**src/rtl/fire_pkg.sv**
```systemverilog
// rtl/fire_pkg.sv - shared state encoding, sensor indices and vote helper for the fire event path
package fire_pkg;

   localparam int STATE_W = 2;

   typedef enum logic [STATE_W-1:0] {
      ST_IDLE    = 2'd0,
      ST_PENDING = 2'd1,
      ST_ALARM   = 2'd2,
      ST_HOLD    = 2'd3
   } state_e;

   // Bit positions of each sensor inside the packed 3-bit sensor vector
   localparam int IDX_TEMP  = 2;
   localparam int IDX_SMOKE = 1;
   localparam int IDX_HUM   = 0;

   // 2-of-3 majority of the packed sensor vector
   function automatic logic majority3(input logic [2:0] s);
      return (s[0] & s[1]) | (s[0] & s[2]) | (s[1] & s[2]);
   endfunction

endpackage

```
**src/rtl/sensor_fault_tracker.sv**
```systemverilog
// rtl/sensor_fault_tracker.sv - per-sensor disagreement counter with sticky fault flag
module sensor_fault_tracker #(
   parameter int FAULT_M = 4
) (
   input  logic clk,
   input  logic rst_n,
   input  logic sensor_i,
   input  logic vote_i,
   input  logic tick_i,
   input  logic clear_i,
   output logic flag_o
);

   localparam int FW = $clog2(FAULT_M + 1);

   logic [FW-1:0] cnt_q, cnt_d;
   logic          flag_q, flag_d;
   logic          set_evt;

   // Count consecutive disagreeing ticks (saturating); a set event beats a clear request
   always_comb begin
      cnt_d   = cnt_q;
      set_evt = 1'b0;
      if (tick_i) begin
         if (sensor_i != vote_i) begin
            if (cnt_q != FW'(FAULT_M)) cnt_d = cnt_q + 1'b1;
            set_evt = (cnt_d == FW'(FAULT_M));
         end else begin
            cnt_d = '0;
         end
      end
      if (set_evt)      flag_d = 1'b1;
      else if (clear_i) flag_d = 1'b0;
      else              flag_d = flag_q;
   end

   // Register the counter and sticky flag
   always_ff @(posedge clk or negedge rst_n) begin
      if (!rst_n) begin
         cnt_q  <= '0;
         flag_q <= 1'b0;
      end else begin
         cnt_q  <= cnt_d;
         flag_q <= flag_d;
      end
   end

   assign flag_o = flag_q;

endmodule

```
**src/rtl/fire_event_controller.sv**
```systemverilog
// rtl/fire_event_controller.sv - three-sensor majority-vote fire event sequencer
module fire_event_controller
   import fire_pkg::*;
#(
   parameter int PRESCALE  = 4,
   parameter int CONFIRM_N = 3,
   parameter int FAULT_M   = 4,
   parameter int HOLD_T    = 8,
   parameter int CNT_W     = 8
) (
   input  logic             clk,
   input  logic             rst_n,
   input  logic             enable,
   input  logic             temperature,
   input  logic             smoke,
   input  logic             humidity,
   input  logic             ack,
   input  logic             clear_faults,
   output logic             alarm,
   output logic             trusted,
   output logic [2:0]       fault_flag,
   output logic [1:0]       state_o,
   output logic [CNT_W-1:0] event_count
);

   localparam int PW = (PRESCALE > 1) ? $clog2(PRESCALE) : 1;
   localparam int CW = $clog2(CONFIRM_N + 1);
   localparam int HW = $clog2(HOLD_T + 1);

   logic [2:0]       sens_raw;
   logic [2:0]       sync_meta_q, sync_q;
   logic [PW-1:0]    pre_q;
   logic             tick, vote, agree, confirm_hit;
   state_e           state_q;
   logic [CW-1:0]    confirm_q, confirm_next;
   logic [HW-1:0]    hold_q, hold_next;
   logic             alarm_q, trusted_q;
   logic [CNT_W-1:0] event_count_q;

   assign sens_raw[IDX_TEMP]  = temperature;
   assign sens_raw[IDX_SMOKE] = smoke;
   assign sens_raw[IDX_HUM]   = humidity;

   // Two-flop synchronizer for the asynchronous sensor bits
   always_ff @(posedge clk or negedge rst_n) begin
      if (!rst_n) begin
         sync_meta_q <= '0;
         sync_q      <= '0;
      end else begin
         sync_meta_q <= sens_raw;
         sync_q      <= sync_meta_q;
      end
   end

   assign tick  = enable && (pre_q == PW'(PRESCALE - 1));
   assign vote  = majority3(sync_q);
   assign agree = (sync_q == 3'b000) || (sync_q == 3'b111);

   // Sample-tick prescaler, held at zero while disabled
   always_ff @(posedge clk or negedge rst_n) begin
      if (!rst_n)                pre_q <= '0;
      else if (!enable || tick)  pre_q <= '0;
      else                       pre_q <= pre_q + 1'b1;
   end

   genvar gi;
   generate
      for (gi = 0; gi < 3; gi++) begin : g_fault
         sensor_fault_tracker #(.FAULT_M(FAULT_M)) u_trk (
            .clk      (clk),
            .rst_n    (rst_n),
            .sensor_i (sync_q[gi]),
            .vote_i   (vote),
            .tick_i   (tick),
            .clear_i  (clear_faults),
            .flag_o   (fault_flag[gi])
         );
      end
   endgenerate

   assign confirm_next = confirm_q + 1'b1;
   assign hold_next    = hold_q + 1'b1;
   assign confirm_hit  = tick && vote &&
                         (((state_q == ST_IDLE) && (CONFIRM_N == 1)) ||
                          ((state_q == ST_PENDING) && (confirm_next == CW'(CONFIRM_N))));

   // Sequencing FSM with registered alarm, trust tag and saturating event count
   always_ff @(posedge clk or negedge rst_n) begin
      if (!rst_n) begin
         state_q       <= ST_IDLE;
         confirm_q     <= '0;
         hold_q        <= '0;
         alarm_q       <= 1'b0;
         trusted_q     <= 1'b0;
         event_count_q <= '0;
      end else if (!enable) begin
         state_q   <= ST_IDLE;
         confirm_q <= '0;
         hold_q    <= '0;
         alarm_q   <= 1'b0;
         trusted_q <= 1'b0;
      end else if (confirm_hit) begin
         state_q   <= ST_ALARM;
         confirm_q <= '0;
         alarm_q   <= 1'b1;
         trusted_q <= agree;
         if (event_count_q != '1) event_count_q <= event_count_q + 1'b1;
      end else begin
         case (state_q)
            ST_IDLE: begin
               if (tick && vote) begin
                  state_q   <= ST_PENDING;
                  confirm_q <= CW'(1);
               end
            end
            ST_PENDING: begin
               if (tick) begin
                  if (vote) begin
                     confirm_q <= confirm_next;
                  end else begin
                     state_q   <= ST_IDLE;
                     confirm_q <= '0;
                  end
               end
            end
            ST_ALARM: begin
               if (ack) begin
                  state_q   <= ST_HOLD;
                  hold_q    <= '0;
                  alarm_q   <= 1'b0;
                  trusted_q <= 1'b0;
               end
            end
            ST_HOLD: begin
               if (tick) begin
                  if (vote) begin
                     hold_q <= '0;
                  end else if (hold_next == HW'(HOLD_T)) begin
                     state_q <= ST_IDLE;
                     hold_q  <= '0;
                  end else begin
                     hold_q <= hold_next;
                  end
               end
            end
            default: state_q <= ST_IDLE;
         endcase
      end
   end

   assign alarm       = alarm_q;
   assign trusted     = trusted_q;
   assign state_o     = state_q;
   assign event_count = event_count_q;

endmodule

```
**config.mk**
```make
export PLATFORM = sky130hd
export DESIGN_NAME = fire_event_controller
export DESIGN_NICKNAME = d
export VERILOG_FILES = /design/src/rtl/fire_pkg.sv /design/src/rtl/sensor_fault_tracker.sv /design/src/rtl/fire_event_controller.sv
export SDC_FILE = /design/constraint.sdc
export NUM_CORES = 1
export LEC_CHECK = 0
export ABC_CLOCK_PERIOD_IN_PS = 1950
export CAP_MARGIN = 20
export CORE_UTILIZATION = 50
export DETAILED_ROUTE_END_ITERATION = 12
export GPL_ROUTABILITY_DRIVEN = 0
export GPL_TIMING_DRIVEN = 1
export PLACE_DENSITY = 0.77
export SLEW_MARGIN = 25
export SYNTH_ARGS = -nofsm -noshare
export SYNTH_HDL_FRONTEND = slang
export SYNTH_SLANG_ARGS = --single-unit
```
**constraint.sdc**
```tcl
create_clock -name clk -period 1.95 [get_ports clk]
set_clock_uncertainty 0.05 [all_clocks]
set_input_delay 0.39 -clock clk [delete_from_list [all_inputs] [get_ports clk]]
set_output_delay 0.39 -clock clk [all_outputs]
set_load 0.02 [all_outputs]
```
==> impl_metrics.ini, run 1 <==
[logic_synthesis]
syn_nets = 225
yosysSeqAreaShare_pct = 47.6
synth_top_area_share_pct = 47.6
synthArstFlopShare_pct = 100
netlist_instances = 206
synth_cell_type_count = 43
synth_seq_cells = 38
synth_most_common_cell = dfrtp_1
synth_common_cells = dfrtp_1, nand2_1, inv_1
avgSynthCellArea_um2 = 9.71
synth_flop_cell = dfrtp_1
synth_edf_count = 0
ys_warn_count = 0
synth_area_leader_cell = dfrtp_1
synthTopCellsByArea = dfrtp_1, ha_1, nand2_1
syn_area_um2 = 2000

[clock_tree]
clkTransAtPathRegs_ns = 0.07
cts_setup_buffers = 0
htree_num_levels = 2
cts_root_buffer = clkbuf_8
cts_max_path_buffers = 2
cts_tree = built
clock-sinks = 38
clock_latency_ns = 0.28
ctsHoldBuffers = 0
cts_buffers = 5

[routing]
vias_per_cell = 5.43
ant_nets = 0
drc = 0
drtIter0Drc = 72
via_count = 1554
routed_wirelength_um = 3530
routedWlPerCell_um = 12.4
drtPass1Iterations = 4

[worst_setup_path]
cp_num_buf_inv = 1
crit_fanout = 13
reg2reg_from = event_count[0]$_DFFE_PN0P_
cp_top_family = buffers and inverters
cp-start-kind = register
worstSetupStartpoint = state_o[1]$_DFFE_PN0P_
crit_path_max_incr_delay_ns = 0.64
arrival_ns = 1.40
crit_chain = clkdlybuf4s50_1
critPathKind = register to output port
cp_slowest_cell = clkdlybuf4s50_1
endpoint_kind = output port
required_ns = 1.51

[outcome]
outcome = complete, no violations

[timing]
tightest_slew_ns = 0.462
post-route-min-period_ns = 1.84
maxSlewHeadroom_pct = 69.2
fin_crit_sh_pct = 94.2
finalSetupViolCount = 0
finalMaxSlewViolations = 0
final-hold-violation-count = 0
fmax_mhz = 544
setup_ws_ns = 0.113

[die]
die_h_um = 65.2
rows = 22
die_w_um = 65.2
die-area_um2 = 4260
io-pin-count = 23
core_um2 = 3740
start_util_pct = 53.4

[finish]
drive_above_1_share_pct = 12.6
multi_input_area_um2 = 932
postLayoutCoreUtil_pct = 64.2
n_fill_cell = 318
ff_latch_area_um2 = 955
n_antenna_cell = 0
fin_nets = 256
design_area_um2 = 2400
areaGrowthSynthToFinish_pct = 20.2

[placed_design]
place_ws_ns = -0.147
place_area_um2 = 2290
io_buffer_count = 22
dp_hpwl_um = 2570

[global_routing]
grt_max_degree = 39
grt.overflow.total = 0
grt_pass1_vias = 1503
grtUsageMet1_pct = 24.0
grt_use_total_pct = 19.5
grtUsageMet3_pct = 5.21
grtUsageMet2_pct = 32.9
busiest_layer = met2
antenna_found_initial = 0
grt_pass1_wl_um = 6340

[worst_hold_path]
hold_class = primary input to async pin

[pwr]
p_seq_share_pct = 50.4
vdd_ir_drop_max_mv = 0.418
p_leak_nw = 1.06
switching_power_w = 0.000450
p_int_w = 0.00130
total_power_w = 0.00175
comb_power_share_pct = 14.3
powerDensity_nw_per_um2 = 730
p_sw_share_pct = 25.7
p_clk_share_pct = 35.3

[job]
maxCapViolCount = 0
-- through the flow --
step,setup TNS (ns),instances,hold slack (ns)
CTS,0,286,0.101
floorplan,0,206,0.0444
finish,0,286,0.0844
detailed placement,-0.649,278,0.285
global route,-0.00518,286,0.128
global placement,-0.240,278,0.284
-- power groups by stage --
| stage | clock network, W | registers, W | logic [W] |
|---|---|---|---|
| floorplan | 0 | 0.000889 | 0.000171 |
| global placement | 0 | 0.000898 | 0.000235 |
| detailed placement | 0 | 0.000899 | 0.000251 |
| CTS | 0.000633 | 0.000884 | 0.000252 |
| global route | 0.000675 | 0.000890 | 0.000288 |
| finish | 0.000620 | 0.000884 | 0.000250 |
-- worst paths after layout --
path                                                   end  depth (start not counted)  slack (ns)
worst max-delay path                            state_o[1]                          1        0.11
worst min-delay path            event_count[4]$_DFFE_PN0P_                          2        0.08
worst max register to register  event_count[3]$_DFFE_PN0P_                          6        0.13
worst min register to register         sync_q[1]$_DFF_PN0_                          0        0.30
max in group asynchronous              sync_q[0]$_DFF_PN0_                          2        1.41
min in group clk                       sync_q[1]$_DFF_PN0_                          0        0.30
-- layout make-up --
cell class | count | share of cell area (%)
tap | 48 | 2.50
inverter | 15 | 2.34
sequential | 38 | 39.7
timing repair buffer | 32 | 12.1
multi-input combinational | 145 | 38.8
clock buffer | 8 | 4.58
-- per-layer routing --
layer  share of wire (%)  vias up  wire length [um]
met5                   0        -                 0
met4                 1.0        0                37
met3                 3.8        4               134
met2                  48       31              1680
met1                  47      739              1680
li1                    -      780                 -
-- worst register-to-register path: cells and delay by family, from the launching register on --
family | cells | cell delay [ns]
adders and majority gates | 1 | 0.23
AOI/OAI and AO/OA | 1 | 0.39
buffers and inverters | 1 | 0.19
xor gates and xnor gates | 1 | 0.13
and+or+nand+nor | 2 | 0.30
DFF | 1 | 0.42
-- state kept, by name, indices dropped and copies added (netlist names) --
signal / cells
sync_q: 3
state_o: 2
g_fault.u_trk.flag_o: 3
pre_q: 2
event_count: 8
g_fault.u_trk.cnt_q: 9
sync_meta_q: 3
hold_q: 4
trusted: 1
confirm_q: 2
alarm: 1
-- logic make-up (layout without fill, tap and decap cells) --
family / Yosys count / in the layout / synth area share [%]
AOI/OAI and AO/OA: 41 / 41 / 14.0
xor gates and xnor gates: 9 / 9 / 3.94
adders and majority gates: 12 / 12 / 7.45
buffers and inverters: 23 / 55 / 5.82
DFF: 38 / 38 / 47.6
muxes: 2 / 2 / 1.06
and+or+nand+nor: 81 / 81 / 20.2
-- cells in the final DEF, fill, tap and decap left out, types with 2 or more instances in the layout --
master | netlist | layout
a21oi_1 | 10 | 10
a31oi_1 | 3 | 3
nor3_1 | 7 | 7
xnor2_1 | 8 | 8
ha_1 | 11 | 11
dfrtp_2 | 0 | 3
nand3_1 | 7 | 7
a22oi_1 | 2 | 2
a31o_2 | 2 | 2
nand3b_1 | 6 | 6
o211ai_1 | 3 | 3
buf_4 | 4 | 10
dfrtp_1 | 38 | 35
nor2_1 | 12 | 12
nand2_1 | 31 | 31
and3_1 | 3 | 3
inv_1 | 15 | 15
clkbuf_8 | 0 | 8
o22ai_1 | 3 | 3
clkdlybuf4s50_1 | 0 | 21
o21ai_0 | 9 | 9
nand4_1 | 4 | 4
nor2b_1 | 3 | 3
-- timing repair --
item,CTS,global route
setup endpoints to repair,1,1
resized for setup,1,2
pin swaps,0,1
No activity file was read; power rests on OpenSTA's default activity.
==> run 2, diff against run 1 <==
--- a/config.mk
+++ b/config.mk
@@ -8,6 +8,7 @@
 export ABC_CLOCK_PERIOD_IN_PS = 1950
 export CAP_MARGIN = 20
 export CORE_UTILIZATION = 50
+export CTS_CLUSTER_SIZE = 20
 export DETAILED_ROUTE_END_ITERATION = 12
 export GPL_ROUTABILITY_DRIVEN = 0
 export GPL_TIMING_DRIVEN = 1
==> results of run 2 <==
The final DEF is identical to that of run 1; final timing and power are the same.
==> run 3, diff against run 2 <==
--- a/config.mk
+++ b/config.mk
@@ -8,6 +8,7 @@
 export ABC_CLOCK_PERIOD_IN_PS = 1950
 export CAP_MARGIN = 20
 export CORE_UTILIZATION = 50
+export CTS_CLUSTER_DIAMETER = 200
 export CTS_CLUSTER_SIZE = 20
 export DETAILED_ROUTE_END_ITERATION = 12
 export GPL_ROUTABILITY_DRIVEN = 0
==> results of run 3 <==
The final DEF is identical to that of run 1; final timing and power are the same.
